==> src/rtl/mem_access_unit.sv <==
// mem_access_unit: multi-cycle load/store unit between the MEM stage and a byte-enable-less bus,
// with sub-word read-modify-write stores, misalignment detection and a bus timeout.
module mem_access_unit #(
  parameter int DATA_W  = 32,
  parameter int ADDR_W  = 32,
  parameter int TIMEOUT = 255
) (
  input  logic              clk,
  input  logic              rst_n,
  input  logic              req_valid,
  output logic              req_ready,
  input  logic              req_we,
  input  logic [1:0]        req_size,
  input  logic              req_unsigned,
  input  logic [ADDR_W-1:0] req_addr,
  input  logic [DATA_W-1:0] req_wdata,
  output logic              resp_valid,
  output logic [DATA_W-1:0] resp_rdata,
  output logic [1:0]        resp_err,
  output logic              busy,
  output logic              bus_req,
  output logic              bus_we,
  output logic [ADDR_W-1:0] bus_addr,
  output logic [DATA_W-1:0] bus_wd,
  input  logic              bus_ack,
  input  logic [DATA_W-1:0] bus_rd
);
  localparam int BW = DATA_W / 8;
  localparam int OW = $clog2(BW);
  localparam int CW = TIMEOUT > 0 ? $clog2(TIMEOUT + 1) : 1;
  typedef enum logic [2:0] {IDLE, RD, RMW_RD, RMW_WR, WR, RESP} state_t;
  state_t state;
  logic [OW-1:0] off_q;
  logic [1:0] size_q;
  logic uns_q;
  logic [DATA_W-1:0] wd_q;
  logic [CW-1:0] cnt;
  logic [6:0] nb;
  logic [OW+2:0] sa;
  logic [DATA_W-1:0] mask, sh, ld, merged;
  logic full, sgn, mis, fw, ack, tmo;
  always_comb begin
    nb = 7'd8 << size_q;
    full = nb >= 7'(DATA_W);
    mask = full ? '1 : (DATA_W'(1) << nb) - DATA_W'(1);
    sa = {off_q, 3'b000};
    sh = bus_rd >> sa;
    sgn = 1'(sh >> (nb - 7'd1));
    ld = (sh & mask) | ((!uns_q && !full && sgn) ? ~mask : '0);
    merged = (bus_rd & ~(mask << sa)) | ((wd_q & mask) << sa);
    // doubleword accesses have no lane to live in on a 32-bit bus, so they are rejected as misaligned
    mis = (|(req_addr[2:0] & ((3'd1 << req_size) - 3'd1))) || (req_size == 2'd3 && DATA_W == 32);
    fw = (7'd8 << req_size) == 7'(DATA_W);
    ack = bus_req && bus_ack;
    tmo = TIMEOUT > 0 && bus_req && !bus_ack && cnt == CW'(TIMEOUT - 1);
  end
  always_ff @(posedge clk) begin
    if (!rst_n) begin
      state <= IDLE;
      req_ready <= 1'b1;
      resp_valid <= 1'b0;
      resp_rdata <= '0;
      resp_err <= 2'b00;
      busy <= 1'b0;
      bus_req <= 1'b0;
      bus_we <= 1'b0;
      bus_addr <= '0;
      bus_wd <= '0;
      off_q <= '0;
      size_q <= 2'b00;
      uns_q <= 1'b0;
      wd_q <= '0;
      cnt <= '0;
    end else begin
      case (state)
        IDLE: if (req_valid) begin
          off_q <= req_addr[OW-1:0];
          size_q <= req_size;
          uns_q <= req_unsigned;
          wd_q <= req_wdata;
          cnt <= '0;
          req_ready <= 1'b0;
          busy <= 1'b1;
          bus_addr <= {req_addr[ADDR_W-1:OW], OW'(0)};
          bus_wd <= req_wdata;
          if (mis) begin
            state <= RESP;
            resp_valid <= 1'b1;
            resp_err <= 2'b01;
          end else begin
            bus_req <= 1'b1;
            bus_we <= req_we && fw;
            state <= !req_we ? RD : fw ? WR : RMW_RD;
          end
        end
        RD, RMW_RD, RMW_WR, WR: begin
          if (ack) begin
            bus_req <= 1'b0;
            cnt <= '0;
            if (state == RMW_RD) begin
              state <= RMW_WR;
              bus_we <= 1'b1;
              bus_wd <= merged;
            end else begin
              state <= RESP;
              resp_valid <= 1'b1;
              bus_we <= 1'b0;
              resp_rdata <= state == RD ? ld : '0;
            end
          end else if (tmo) begin
            state <= RESP;
            resp_valid <= 1'b1;
            resp_err <= 2'b10;
            bus_req <= 1'b0;
            bus_we <= 1'b0;
            cnt <= '0;
          end else if (bus_req) cnt <= cnt + 1'b1;
          else bus_req <= 1'b1;
        end
        RESP: begin
          state <= IDLE;
          req_ready <= 1'b1;
          busy <= 1'b0;
          resp_valid <= 1'b0;
          resp_rdata <= '0;
          resp_err <= 2'b00;
        end
        default: state <= IDLE;
      endcase
    end
  end
endmodule

==> config.mk <==
export PLATFORM = sky130hd
export DESIGN_NAME = mem_access_unit
export DESIGN_NICKNAME = d
export VERILOG_FILES = /design/src/rtl/mem_access_unit.sv
export SDC_FILE = /design/constraint.sdc
export NUM_CORES = 1
export LEC_CHECK = 0
export ABC_AREA = 1
export BUFFER_PORTS_ARGS = -buffer_cell sky130_fd_sc_hd__buf_4
export CORE_MARGIN = 8
export CORE_UTILIZATION = 45
export CTS_CLUSTER_DIAMETER = 50
export DETAILED_ROUTE_END_ITERATION = 8
export PLACE_DENSITY = 0.69
export SYNTH_ARGS = -nofsm -noshare
export SYNTH_HDL_FRONTEND = slang
export SYNTH_SLANG_ARGS = --single-unit
==> constraint.sdc <==
create_clock -name clk -period 2.2 [get_ports clk]
set_input_delay 0.22 -clock clk [delete_from_list [all_inputs] [get_ports clk]]
set_output_delay 0.22 -clock clk [all_outputs]
set_load 0.01 [all_outputs]
=== After elaboration in Yosys (flattened, before gate mapping) ===
Cells that the tools add are included.

* Output and inout port bits: 103
* Bits in registers: 149
* Bits of input ports: 104
* Word-level logic and storage cells: 131

* Mux-type cells: 49
* Bitwise operators: 8
* $lt $le $gt $ge: 1
* $add $sub $neg: 4
* Shifts and indexed selects: 8
* Reduce and logical (&&, ||, !) cells: 27
* Eq/ne operators: 19

{| class="wikitable"
|+ Operator list
! kind !! count
|-
| $mux W32 || 8
|-
| $pmux W32 S2 || 2
|-
| $and A32 B32 Y32 || 3
|-
| $not A32 Y32 || 2
|-
| $or A32 B32 Y32 || 2
|-
| $shl A32 B5 Y32 || 2
|-
| $mux W8 || 4
|-
| $shl A1 B7 Y32 const A || 1
|-
| $shr A32 B5 Y32 || 1
|-
| $shr A32 B7 Y1 || 1
|-
| $sub A32 B1 Y32 const B || 1
|-
| $mux W3 || 7
|-
| $mux W1 || 16
|-
| $ne A2 B2 Y1 const B || 8
|-
| $pmux W8 S2 || 1
|-
| $shl A4 B2 Y7 const A || 2
|-
| $reduce_and A5 Y1 || 2
|-
| $reduce_and A3 Y1 || 3
|-
| $add A8 B1 Y8 const B || 1
|-
| $eq A8 B8 Y1 const B || 1
|-
| $mux W2 || 4
|-
| $pmux W1 S2 || 4
|-
| $reduce_and A4 Y1 || 2
|-
| $eq A7 B6 Y1 const B || 1
|-
| 23 further kinds || 37
|}

=== Longest topological paths before layout ===
* Word-level depth: 11
* Gate-level depth with buffers: 11
* Gate-level depth less buffers: 11

=== Worst setup path after synthesis ===
No wires, ideal clock.

* Path type: register to register
* Start: register state[2]
* End: register bus_wd[5]
* Arrival time: 1.342 ns
* Period minus slack after synthesis: 1.458 ns
* Required time: 2.084 ns
* Path buffers: 2
* Library setup time: 0.116 ns
* Cell stages (with the launch flop): 10
* Slack: 0.742 ns
* Cell sequence: dfxtp_1 o21ai_1 nand2_4 inv_2 buf_4 buf_6 nand2_1 nand2_1 o21ai_0 nor2_1

* Cells in the longest elaborated chain, start to end: 4
* Elaborated cells on any way between the ends: 12
* Classes of those cells: eq/ne (7); mux (1); reduce/logical (4)

{| class="wikitable"
|+ Ends and longest elaborated chain
! what !! line !! RTL
|-
| from (decl) || 32 || <nowiki>state_t state;</nowiki>
|-
| from (signal assigned) || 93 || <nowiki>state <= !req_we ? RD : fw ? WR : RMW_RD;</nowiki>
|-
| $eq A3 B2 Y1 (tied with other cells) || 75, 100 ||
|-
| $reduce_or A4 Y1 || 75 || <nowiki>case (state)</nowiki>
|-
| $ne A2 B2 Y1 (no line) or $reduce_bool A2 Y1 (tied branches) || -- ||
|-
| $reduce_and A4 Y1 (no line) || -- ||
|-
| to (signal assigned) || 85 || <nowiki>bus_wd <= req_wdata;</nowiki>
|-
| to (signal assigned) || 103 || <nowiki>bus_wd <= merged;</nowiki>
|-
| to (decl) || 24 || <nowiki>output logic [DATA_W-1:0] bus_wd,</nowiki>
|}

Several ways; a longest one is shown, not always the timed one.
A chain may end at the register's enable or synchronous reset.

=== Final worst setup path ===
* Start: register state[2]
* End: register bus_wd[31]

Same word-level chain as after synthesis.

==> flow_metrics.py <==
metrics = {
    "outcome": {
        "status": "finished clean",
    },
    "min_path": {
        "min_path_cells": 3,
        "holdPathEnd": "bus_addr[11]$_SDFFE_PN0P_",
        "hold_path.class": "primary input to register",
        "worstHoldStart": "req_addr[11]",
    },
    "synth": {
        "ys_types": 36,
        "synth_seq_area_share": 0.406,
        "synth_compound_area_frac": 0.207,
        "synth_area_per_cell_sq_um": 6.57,
        "ys_seq_elements": 149,
        "synth_xor_area_frac": 0.00238,
        "synth_top_area_frac": 0.406,
        "ys_warn_count": 0,
        "synthTopCellsByArea": "dfxtp_1, nand2_1, nor2_1",
        "async_reset_ff_frac": 0,
        "synth_flop_cell": "dfxtp_1",
        "synth_most_common_cell": "nand2_1",
        "synth-simple-area-share": 0.303,
        "synthMuxAreaShare": 0,
        "synthAdderAreaFrac": 0.00341,
        "synth_edf_count": 0,
        "synth_top_family_by_area": "simple AND/OR/NAND/NOR gates",
        "syn_inst": 1119,
        "synthTopCellsByCount": "nand2_1, nor2_1, dfxtp_1, a21oi_1, o21ai_0",
        "yosysTopAreaCell": "dfxtp_1",
        "syn_area_sq_um": 7350,
    },
    "power": {
        "swShare": 0.432,
        "p_per_area_nw_per_um2": 1370,
        "peakVddDrop_mv": 0.808,
        "p_comb_frac": 0.472,
        "switchingPower_w": 0.00573,
        "cellLeakagePower_nw": 4.37,
        "power_w": 0.0133,
        "p_clk_frac": 0.232,
        "seqPwrFrac": 0.296,
        "intPower_w": 0.00753,
    },
    "worst_setup_path": {
        "max_stage_delay_ns": 0.50,
        "start_kind": "register",
        "worst-path-buf-inv": 3,
        "critical_path_class": "register to register",
        "crit_top_cell": "nand2_4",
        "arrival_ns": 2.27,
        "crit_slowest_cell": "dfxtp_1",
        "ff2ff_setup_slack_ns": 0.29,
        "worstSetupEndpointType": "register",
        "cp_top_family": "flip-flops",
        "reg2reg_to": "bus_wd[31]$_SDFFE_PN0P_",
        "reg2reg_from": "state[2]$_SDFFE_PN0P_",
        "required_ns": 2.56,
        "worstPathCellList": "o21ai_1, nand2_4, inv_2, nand2_4, nand2_4, inv_2, buf_12, o21ai_0, a21oi_1",
        "path_max_fanout": 33,
        "r2r_cells": 9,
    },
    "final_layout": {
        "finalNetCount": 1407,
        "multi_input_area_sq_um": 3790,
        "fillCellCount": 1564,
        "layout-drive-gt1-share": 0.220,
        "fin_cells": 1530,
        "num_antenna_cells": 0,
        "syn_to_final_growth_pct": 31.8,
        "final_area_sq_um": 9690,
        "regArea_sq_um": 2980,
    },
    "global_routing": {
        "grt_pass1_wl_um": 40700,
        "grt_pass1_vias": 7704,
        "grt_overflow_total": 0,
        "grt_max_degree": 54,
        "antenna_found_initial": 0,
        "track_usage": 0.251,
    },
    "clock_network": {
        "cts_setup_buffers": 0,
        "cts_buffers": 17,
        "ctsHoldBuffers": 7,
        "root_buffer": "clkbuf_16",
        "ctsHtreeMaxLevel": 4,
        "cts_tree": "built",
        "path_clk_slew_ns": 0.06,
        "ctsLongestPathBuffers": 2,
        "ctsResizeCount": 0,
        "cts_sinks": 149,
        "clk_latency_ns": 0.43,
    },
    "route": {
        "drt-initial-drc-count": 769,
        "via_count": 8067,
        "antenna_left": 0,
        "avgViaCountPerCell": 5.27,
        "drt_wl_total_um": 26200,
        "drcViolationCount": 0,
        "wl_per_cell_um": 17.1,
        "firstDrtPassIters": 6,
    },
    "sta": {
        "fin_ws_ns": 0.286,
        "timing.final.crit_share": 0.870,
        "worst_pin_slew_ns": 0.795,
        "relSlewSlack": 0.469,
        "final.setup_skew_ns": 0.00953,
        "hold_viol_final": 0,
        "fin_tns_setup_ns": 0,
        "fmax_mhz": 522,
        "drv_slew": 0,
        "rsz0062_at_grt": "false",
        "min_period_ns": 1.91,
        "setup_viol": 0,
    },
    "floorplanning": {
        "chipHeight_um": 144,
        "floorplan.initialDensity": 0.461,
        "dieArea_sq_um": 20700,
        "core_sq_um": 15900,
        "placementRows": 46,
        "io_pins": 207,
        "die_w_um": 144,
    },
    "placed_design": {
        "place_congestion": 0.947,
        "place_ws_ns": 0.296,
        "io_buffers": 204,
        "hpwl_um": 19600,
        "dpl-instance-area_sq_um": 8990,
        "placed_cells": 1490,
    },
    "run": {
        "cap_viol_max_count": 0,
    },
}
==> metal layers <==
layer  vias up  track usage  part of all wire  wire, um
met5         -            0                 0         0
met4         0       0.0664             0.019       501
met3        44       0.0796              0.11      2810
met2       329        0.406              0.46     12100
met1      3684        0.314              0.41     10900
li1       4010            -                 -         -
==> sequential cells by signal (all words and copies together), names as in the netlist <==
| name | count |
|---|---|
| state | 3 |
| bus_addr | 30 |
| busy | 1 |
| bus_req | 1 |
| bus_we | 1 |
| wd_q | 32 |
| req_ready | 1 |
| resp_err | 2 |
| cnt | 8 |
| uns_q | 1 |
| size_q | 2 |
| off_q | 2 |
| resp_rdata | 32 |
| resp_valid | 1 |
| bus_wd | 32 |
==> cell type report <==
cell class,instances,share of cell area
inverters,56,0.0217
well taps,216,0.0279
multi-input cells,841,0.392
flip-flops and latches,149,0.308
clock inverters,13,0.0176
repair buffers,236,0.188
clock buffers,19,0.0457
==> how the worst max path moves through the flow <==
stage	from	to	slack, ns	cells after the start
2_1_floorplan	state[2]$_SDFFE_PN0P_	bus_wd[5]$_SDFFE_PN0P_	0.74	9
3_3_place_gp	state[1]$_SDFFE_PN0P_	bus_wd[28]$_SDFFE_PN0P_	0.38	9
3_5_place_dp	state[2]$_SDFFE_PN0P_	bus_wd[31]$_SDFFE_PN0P_	0.30	9
4_1_cts	state[2]$_SDFFE_PN0P_	bus_wd[31]$_SDFFE_PN0P_	0.29	9
5_1_grt	state[1]$_SDFFE_PN0P_	bus_wd[30]$_SDFFE_PN0P_	0.09	9
6_report	state[2]$_SDFFE_PN0P_	bus_wd[31]$_SDFFE_PN0P_	0.29	9
==> metrics by stage <==
| stage | hold WS (ns) | util |
|---|---|---|
| after floorplan | 0.355 | - |
| after global placement | 0.440 | 0.564 |
| after detailed placement | 0.446 | 0.564 |
| after CTS | 0.000116 | 0.607 |
| after global routing | 0.00316 | 0.608 |
| final | 0.00909 | 0.608 |
==> placed cells by master (no fill, tap or decap), types with 14 or more instances in the layout <==
master and count:
nand3_1 51, o22ai_1 14, buf_4 226, a21oi_1 121, nand2_1 267, inv_1 48
dfxtp_1 149, o21ai_0 117, nor2_1 195, o21ai_1 20, clkbuf_16 17
==> worst register-to-register path: stages (launching register included) <==
cell and delay, ns:
dfxtp_1 0.50, o21ai_1 0.22, nand2_4 0.16, inv_2 0.06, nand2_4 0.07, nand2_4 0.15
inv_2 0.22, buf_12 0.20, o21ai_0 0.10, a21oi_1 0.16
==> power groups by stage <==
stage | logic [W] | registers, W | clock network (W)
after floorplan | 0.00395 | 0.00411 | 0
after global placement | 0.00615 | 0.00395 | 0
after detailed placement | 0.00623 | 0.00395 | 0
final | 0.00626 | 0.00393 | 0.00307
after global routing | 0.00696 | 0.00402 | 0.00322
after CTS | 0.00626 | 0.00392 | 0.00310
==> cells by family after synthesis <==
logic type               count (synthesis)
other                                    1
AND/OR/NAND/NOR                        543
flip-flops                             149
adder cells (fa/ha/maj)                  2
AO/OA/AOI/OAI                          292
buffers and inverters                  130
XOR/XNOR                                 2
Note: power is estimated with default switching activity, not from simulation.
